--- config.mk ---
export PLATFORM = sky130hd
export DESIGN_NAME = bcd_up_counter_2d
export DESIGN_NICKNAME = d
export VERILOG_FILES = /design/src/rtl/bcd_up_counter_2d_pkg.sv /design/src/rtl/bcd_up_counter_2d_digit.sv /design/src/rtl/bcd_up_counter_2d.sv
export SDC_FILE = /design/constraint.sdc
export NUM_CORES = 1
export LEC_CHECK = 0
export CAP_MARGIN = 20
export CORE_MARGIN = 2
export CORE_UTILIZATION = 30
export DETAILED_ROUTE_END_ITERATION = 16
export PLACE_DENSITY = 0.6
export RECOVER_POWER = 50
export SETUP_SLACK_MARGIN = 0.15
export SKIP_CTS_REPAIR_TIMING = 1
export SLEW_MARGIN = 5
export SYNTH_ARGS = -nofsm -noshare
export SYNTH_HDL_FRONTEND = slang
export SYNTH_SLANG_ARGS = --single-unit
--- constraint.sdc ---
create_clock -name clk -period 2.27 [get_ports clk]
set_input_delay 0.227 -clock clk [delete_from_list [all_inputs] [get_ports clk]]
set_output_delay 0.227 -clock clk [all_outputs]
set_load 0.02 [all_outputs]
--- src/rtl/bcd_up_counter_2d_pkg.sv ---
// Shared FSM encoding and BCD constants for the two-digit BCD up counter.
package bcd_up_counter_2d_pkg;

    typedef enum logic [1:0] {
        ST_IDLE  = 2'd0,
        ST_RUN   = 2'd1,
        ST_PAUSE = 2'd2,
        ST_DONE  = 2'd3
    } state_e;

    localparam logic [3:0] BCD_MAX  = 4'd9;
    localparam logic [3:0] BCD_ZERO = 4'd0;

    function automatic logic bcd_digit_ok(input logic [3:0] digit);
        return (digit <= BCD_MAX);
    endfunction

endpackage

--- src/rtl/bcd_up_counter_2d_digit.sv ---
// Single BCD digit up counter: load has priority over increment, wraps to 0 past limit.
module bcd_digit_up
    import bcd_up_counter_2d_pkg::*;
(
    input  logic       clk,
    input  logic       rst_n,
    input  logic       inc,
    input  logic [3:0] limit,
    input  logic       ld,
    input  logic [3:0] ld_val,
    output logic [3:0] value,
    output logic       wrap
);

    logic [3:0] value_q;
    logic [3:0] value_d;

    assign wrap  = inc && (value_q == limit);
    assign value = value_q;

    // Next digit value; anything at or above 9 also folds back to 0.
    always_comb begin
        value_d = value_q;
        if (ld) begin
            value_d = ld_val;
        end else if (inc) begin
            if ((value_q == limit) || (value_q >= BCD_MAX)) begin
                value_d = BCD_ZERO;
            end else begin
                value_d = value_q + 4'd1;
            end
        end else begin
            value_d = value_q;
        end
    end

    // Digit register.
    always_ff @(posedge clk or negedge rst_n) begin
        if (!rst_n) begin
            value_q <= BCD_ZERO;
        end else begin
            value_q <= value_d;
        end
    end

endmodule

--- src/rtl/bcd_up_counter_2d.sv ---
// Two-digit BCD up counter with run/pause FSM, load/clear and programmable terminal value.
module bcd_up_counter_2d
    import bcd_up_counter_2d_pkg::*;
#(
    parameter logic [3:0] MAX_TENS = 4'd5,
    parameter logic [3:0] MAX_ONES = 4'd9,
    parameter bit         WRAP     = 1'b1
)
(
    input  logic       clk,
    input  logic       rst_n,
    input  logic       tick,
    input  logic       start_pause,
    input  logic       clr,
    input  logic       load,
    input  logic [7:0] load_value,
    output logic [3:0] value_tens,
    output logic [3:0] value_ones,
    output logic       carry,
    output logic       running
);

    state_e     state_q, state_d;
    logic       carry_q, carry_d;
    logic       running_q;
    logic       inc_s, ld_s;
    logic [3:0] ld_tens_s, ld_ones_s;
    logic [3:0] tens_s, ones_s;
    logic       ones_wrap_s, tens_wrap_s;
    logic       at_term_s, reach_term_s, load_ok_s;
    logic [3:0] next_tens_s, next_ones_s;

    assign at_term_s   = (tens_s == MAX_TENS) && (ones_s == MAX_ONES);
    assign next_ones_s = (ones_s == BCD_MAX) ? BCD_ZERO : (ones_s + 4'd1);
    assign next_tens_s = (ones_s == BCD_MAX) ? (tens_s + 4'd1) : tens_s;
    assign reach_term_s = (next_tens_s == MAX_TENS) && (next_ones_s == MAX_ONES);
    // Digit-wise BCD compare is numeric once both digits are known valid.
    assign load_ok_s = bcd_digit_ok(load_value[7:4]) && bcd_digit_ok(load_value[3:0])
                       && (load_value <= {MAX_TENS, MAX_ONES});

    // Plain increment enable: only the lowest-priority tick path, below terminal.
    always_comb begin
        inc_s = 1'b0;
        if (!clr && !load && !start_pause && (state_q == ST_RUN) && tick && !at_term_s) begin
            inc_s = 1'b1;
        end else begin
            inc_s = 1'b0;
        end
    end

    // Control FSM, digit load path and carry generation (clr > load > start_pause > tick).
    always_comb begin
        state_d   = state_q;
        carry_d   = 1'b0;
        ld_s      = 1'b0;
        ld_tens_s = BCD_ZERO;
        ld_ones_s = BCD_ZERO;
        if (clr) begin
            ld_s    = 1'b1;
            state_d = ST_IDLE;
        end else if (load) begin
            if (load_ok_s) begin
                ld_s      = 1'b1;
                ld_tens_s = load_value[7:4];
                ld_ones_s = load_value[3:0];
                if (state_q == ST_DONE) begin
                    state_d = ST_PAUSE;
                end else begin
                    state_d = state_q;
                end
            end else begin
                state_d = state_q;
            end
        end else if (start_pause) begin
            case (state_q)
                ST_IDLE:  state_d = ST_RUN;
                ST_RUN:   state_d = ST_PAUSE;
                ST_PAUSE: state_d = ST_RUN;
                ST_DONE:  state_d = ST_DONE;
                default:  state_d = ST_IDLE;
            endcase
        end else if ((state_q == ST_RUN) && tick) begin
            if (at_term_s) begin
                if (WRAP) begin
                    ld_s    = 1'b1;
                    carry_d = 1'b1;
                end else begin
                    state_d = ST_DONE;
                end
            end else if (tens_wrap_s) begin
                // Cannot happen for a valid terminal; keeps the digits in range regardless.
                ld_s = 1'b1;
            end else if (!WRAP && reach_term_s) begin
                carry_d = 1'b1;
                state_d = ST_DONE;
            end else begin
                state_d = state_q;
            end
        end else begin
            state_d = state_q;
        end
    end

    bcd_digit_up u_ones (
        .clk    (clk),
        .rst_n  (rst_n),
        .inc    (inc_s),
        .limit  (BCD_MAX),
        .ld     (ld_s),
        .ld_val (ld_ones_s),
        .value  (ones_s),
        .wrap   (ones_wrap_s)
    );

    bcd_digit_up u_tens (
        .clk    (clk),
        .rst_n  (rst_n),
        .inc    (ones_wrap_s),
        .limit  (BCD_MAX),
        .ld     (ld_s),
        .ld_val (ld_tens_s),
        .value  (tens_s),
        .wrap   (tens_wrap_s)
    );

    // State, carry and running registers.
    always_ff @(posedge clk or negedge rst_n) begin
        if (!rst_n) begin
            state_q   <= ST_IDLE;
            carry_q   <= 1'b0;
            running_q <= 1'b0;
        end else begin
            state_q   <= state_d;
            carry_q   <= carry_d;
            running_q <= (state_d == ST_RUN);
        end
    end

    assign value_tens = tens_s;
    assign value_ones = ones_s;
    assign carry      = carry_q;
    assign running    = running_q;

endmodule

==> results list <==
* Fraction of synthesized cell area taken by the top area cell type: 33.4%
- Fmax: 508 MHz
* Period utilization: 86.6%
- First-pass GRT wire length: 3700 um
* Commonest non-fill, non-tap cell in the layout: sky130_fd_sc_hd__clkdlybuf4s50_1
- CTS clock-pin slew for the worst setup and hold paths: 0.07 ns
- Fraction of final layout cells sized beyond drive strength 1: 11.9%
- Clock Skew: 0.00112 ns
- For this run, design rule violations remaining after detail routing come to 2.
- Sequential elements use 33.4% of the synthesized area.
* Number of global-route vias before repair: 781
- After synthesis the cells add up to 900 um^2.
- Routability-driven placement finished with a final weighted congestion of 0.821.
* Worst hold path type: primary input to asynchronous set/reset pin
* Number of H-tree levels: 1
- Fillers: 287
* Buffers and inverters on the worst path: 0
* Die Area: 3450 um^2
- Top cells by area in the synthesized netlist: sky130_fd_sc_hd__dfrtp_1 33%, sky130_fd_sc_hd__ha_1 8.3%, sky130_fd_sc_hd__a21oi_1 4.5%
* Setup TNS: 0 ns
- First-pass iteration count of the detailed router: 10
- The routed design has 2180 um of wire.
* Area growth, synth to finish: 29.9%
- CP max stage cell: sky130_fd_sc_hd__dfrtp_1
* EDFF count, synth: 0
- Synthesis produced a netlist with a net count of 116.
- Root Buffer: sky130_fd_sc_hd__clkbuf_4
* Number of buffers added on ports: 23
- Gate Count Post-Synth: 96
* Fin. max-slew vios: 0
- Gate family responsible for the most delay along the worst path: compound AO/OA/AOI/OAI gates
- For this run, the leading register cell type out of synthesis is sky130_fd_sc_hd__dfrtp_1.
- Across the run, the number of max-cap violations was 0.
* Antenna cell count: 0
- Pin count of the biggest net entering global routing: 13
* Average footprint of a synthesized cell: 9.37 um^2
- Cell type contributing the most total cell area after synthesis: sky130_fd_sc_hd__dfrtp_1
- At the pin with the least slew margin, the transition time is 0.548 ns.
* Vias: 825
- VDD sags by at most 0.199 mV.
* Commonest cells after routing, fill and taps aside: 19 x sky130_fd_sc_hd__clkdlybuf4s50_1, 12 x sky130_fd_sc_hd__dfrtp_1, 8 x sky130_fd_sc_hd__a21oi_1
* Crit Path Max Fanout: 6
* Top Ports: 24
* Hold WS: 0.377 ns
- From bottom edge to top edge, the die measures 58.8 um.
- Arrival @ worst endpoint: 2.12 ns
- Max Used Layer: met4
- The worst setup path is launched from a register.
- After synthesis the netlist holds a flip-flop and latch count of 12.
* Setup repair after global routing missed its margin: no
* Gr ovfl total: 0
* Detailed Place HPWL: 1720 um
- The floorplan has 19 rows.
* Number of distinct library cells after synthesis: 42
- Headroom to the max-slew limit: 63.4%
* TritonCTS clock tree: done
- Violated checks: DRC
* Iteration-0 DRC count of the detailed router: 31
- Total power divided by cell area: 462 nW/um^2
* Type of the worst setup path: register to register
* Cell-by-cell trace of the critical path: ha_1, and3b_1, and2_4, a311oi_4, nand2_2, a222oi_1
- Average routed wire per standard cell: 14.6 um
- Setup violations remaining at the end of the flow were counted as 0.
- Total GRT Usage: 14.3%
* Cell leakage power: 0.494 nW
* Yosys warning count: 0
* Clock Latency Late Sink: 0.27 ns
* CORE AREA: 2810 um^2
- Once the floorplan was initialized, standard cells occupied 32.1% of the core.
- Met3 wire length: 124 um
- Antenna violations before repair: 0
- Layout Nets: 140
* Antenna violation net count after detailed routing: 0
- Detailed-routing wirelength on met1: 1000 um
- STA classifies the critical path endpoint as a register.
- At the worst endpoint, the required time is 2.42 ns.
- The longest clock path from root to sink contains 2 buffers.
- On the worst path, the slowest cell contributes a delay of 0.47 ns.
- Clock net sink count: 12
* Horizontal die dimension: 58.8 um
- Routed wl met2: 1040 um
- In the synthesized netlist the async set-or-reset flop fraction comes to 100%.
- Via density: 5.54
- Status: finished with violations
- The clock period could shrink to 1.97 ns.
- Number of buffers added by the clock tree synthesis step: 3
* Final hold violation count: 0
## per-stage QoR
step / util [%] / cells / instance area [um^2] / worst slack, ns / power (mW)
floorplan: - / 96 / 900 / 0.448 / 0.339
global placement: 40.9 / 146 / 1150 / 0.327 / 0.411
detailed placement: 40.9 / 146 / 1150 / 0.336 / 0.414
CTS: 41.7 / 149 / 1170 / 0.334 / 0.546
global route: 41.7 / 149 / 1170 / 0.194 / 0.577
finish: 41.7 / 149 / 1170 / 0.303 / 0.540
## kinds of logic after synthesis
logic type               share of synthesized area, %
AO/OA/AOI/OAI                                    24.6
XOR/XNOR                                        0.974
adder cells (fa/ha/maj)                          8.34
buffers and inverters                            5.42
flip-flops                                       33.4
multiplexers                                     1.11
AND/OR/NAND/NOR                                  26.1
## cell type report
class / count / area, um^2 / area share [%]
well taps: 31 / 38.8 / 3.32
inverters: 5 / 18.8 / 1.61
repair buffers: 24 / 238 / 20.3
clock buffers: 3 / 22.5 / 1.93
flip-flops and latches: 12 / 300 / 25.7
multi-input cells: 74 / 551 / 47.1
## layer usage
metal,global-route usage [%],vias to the layer above
met5,0,-
met4,3.90,0
met3,3.74,2
met2,23.0,30
met1,19.0,399
li1,-,394
## sequential cells by signal (all words and copies together), names as in the netlist
signal        cells
carry             1
running           1
state_q           2
u_ones.value      4
u_tens.value      4
## power by group
part | internal (mW) | switching (mW) | leakage (nW)
clock network | 0.0613 | 0.0695 | 0.0138
logic | 0.0789 | 0.0818 | 0.321
registers | 0.227 | 0.0208 | 0.160
total | 0.367 | 0.172 | 0.494
## final timing paths
kind	startpoint	end	cells past startpoint	slack, ns
max	u_ones.value[0]	u_ones.value[3]	6	0.30
min	rst_n	u_ones.value[1]	1	0.38
max reg2reg	u_ones.value[0]	u_ones.value[3]	6	0.30
min reg2reg	state_q[1]	state_q[0]	1	0.55
max in group asynchronous	rst_n	u_ones.value[3]	1	1.53
min in group clk	load_value[5]	u_tens.value[1]	3	0.55
## synth_stat cells (2+ instances only)
cell type and n:
sky130_fd_sc_hd__a21o_1 2, sky130_fd_sc_hd__inv_1 5, sky130_fd_sc_hd__nand2b_1 4, sky130_fd_sc_hd__o21ai_0 4, sky130_fd_sc_hd__buf_2 2, sky130_fd_sc_hd__a211oi_1 2
sky130_fd_sc_hd__dfrtp_1 12, sky130_fd_sc_hd__nand3b_1 3, sky130_fd_sc_hd__a21oi_1 8, sky130_fd_sc_hd__nand2_1 6, sky130_fd_sc_hd__nor3_1 6, sky130_fd_sc_hd__ha_1 6
sky130_fd_sc_hd__nor2_1 7
Note: power is estimated with default switching activity, not from simulation.
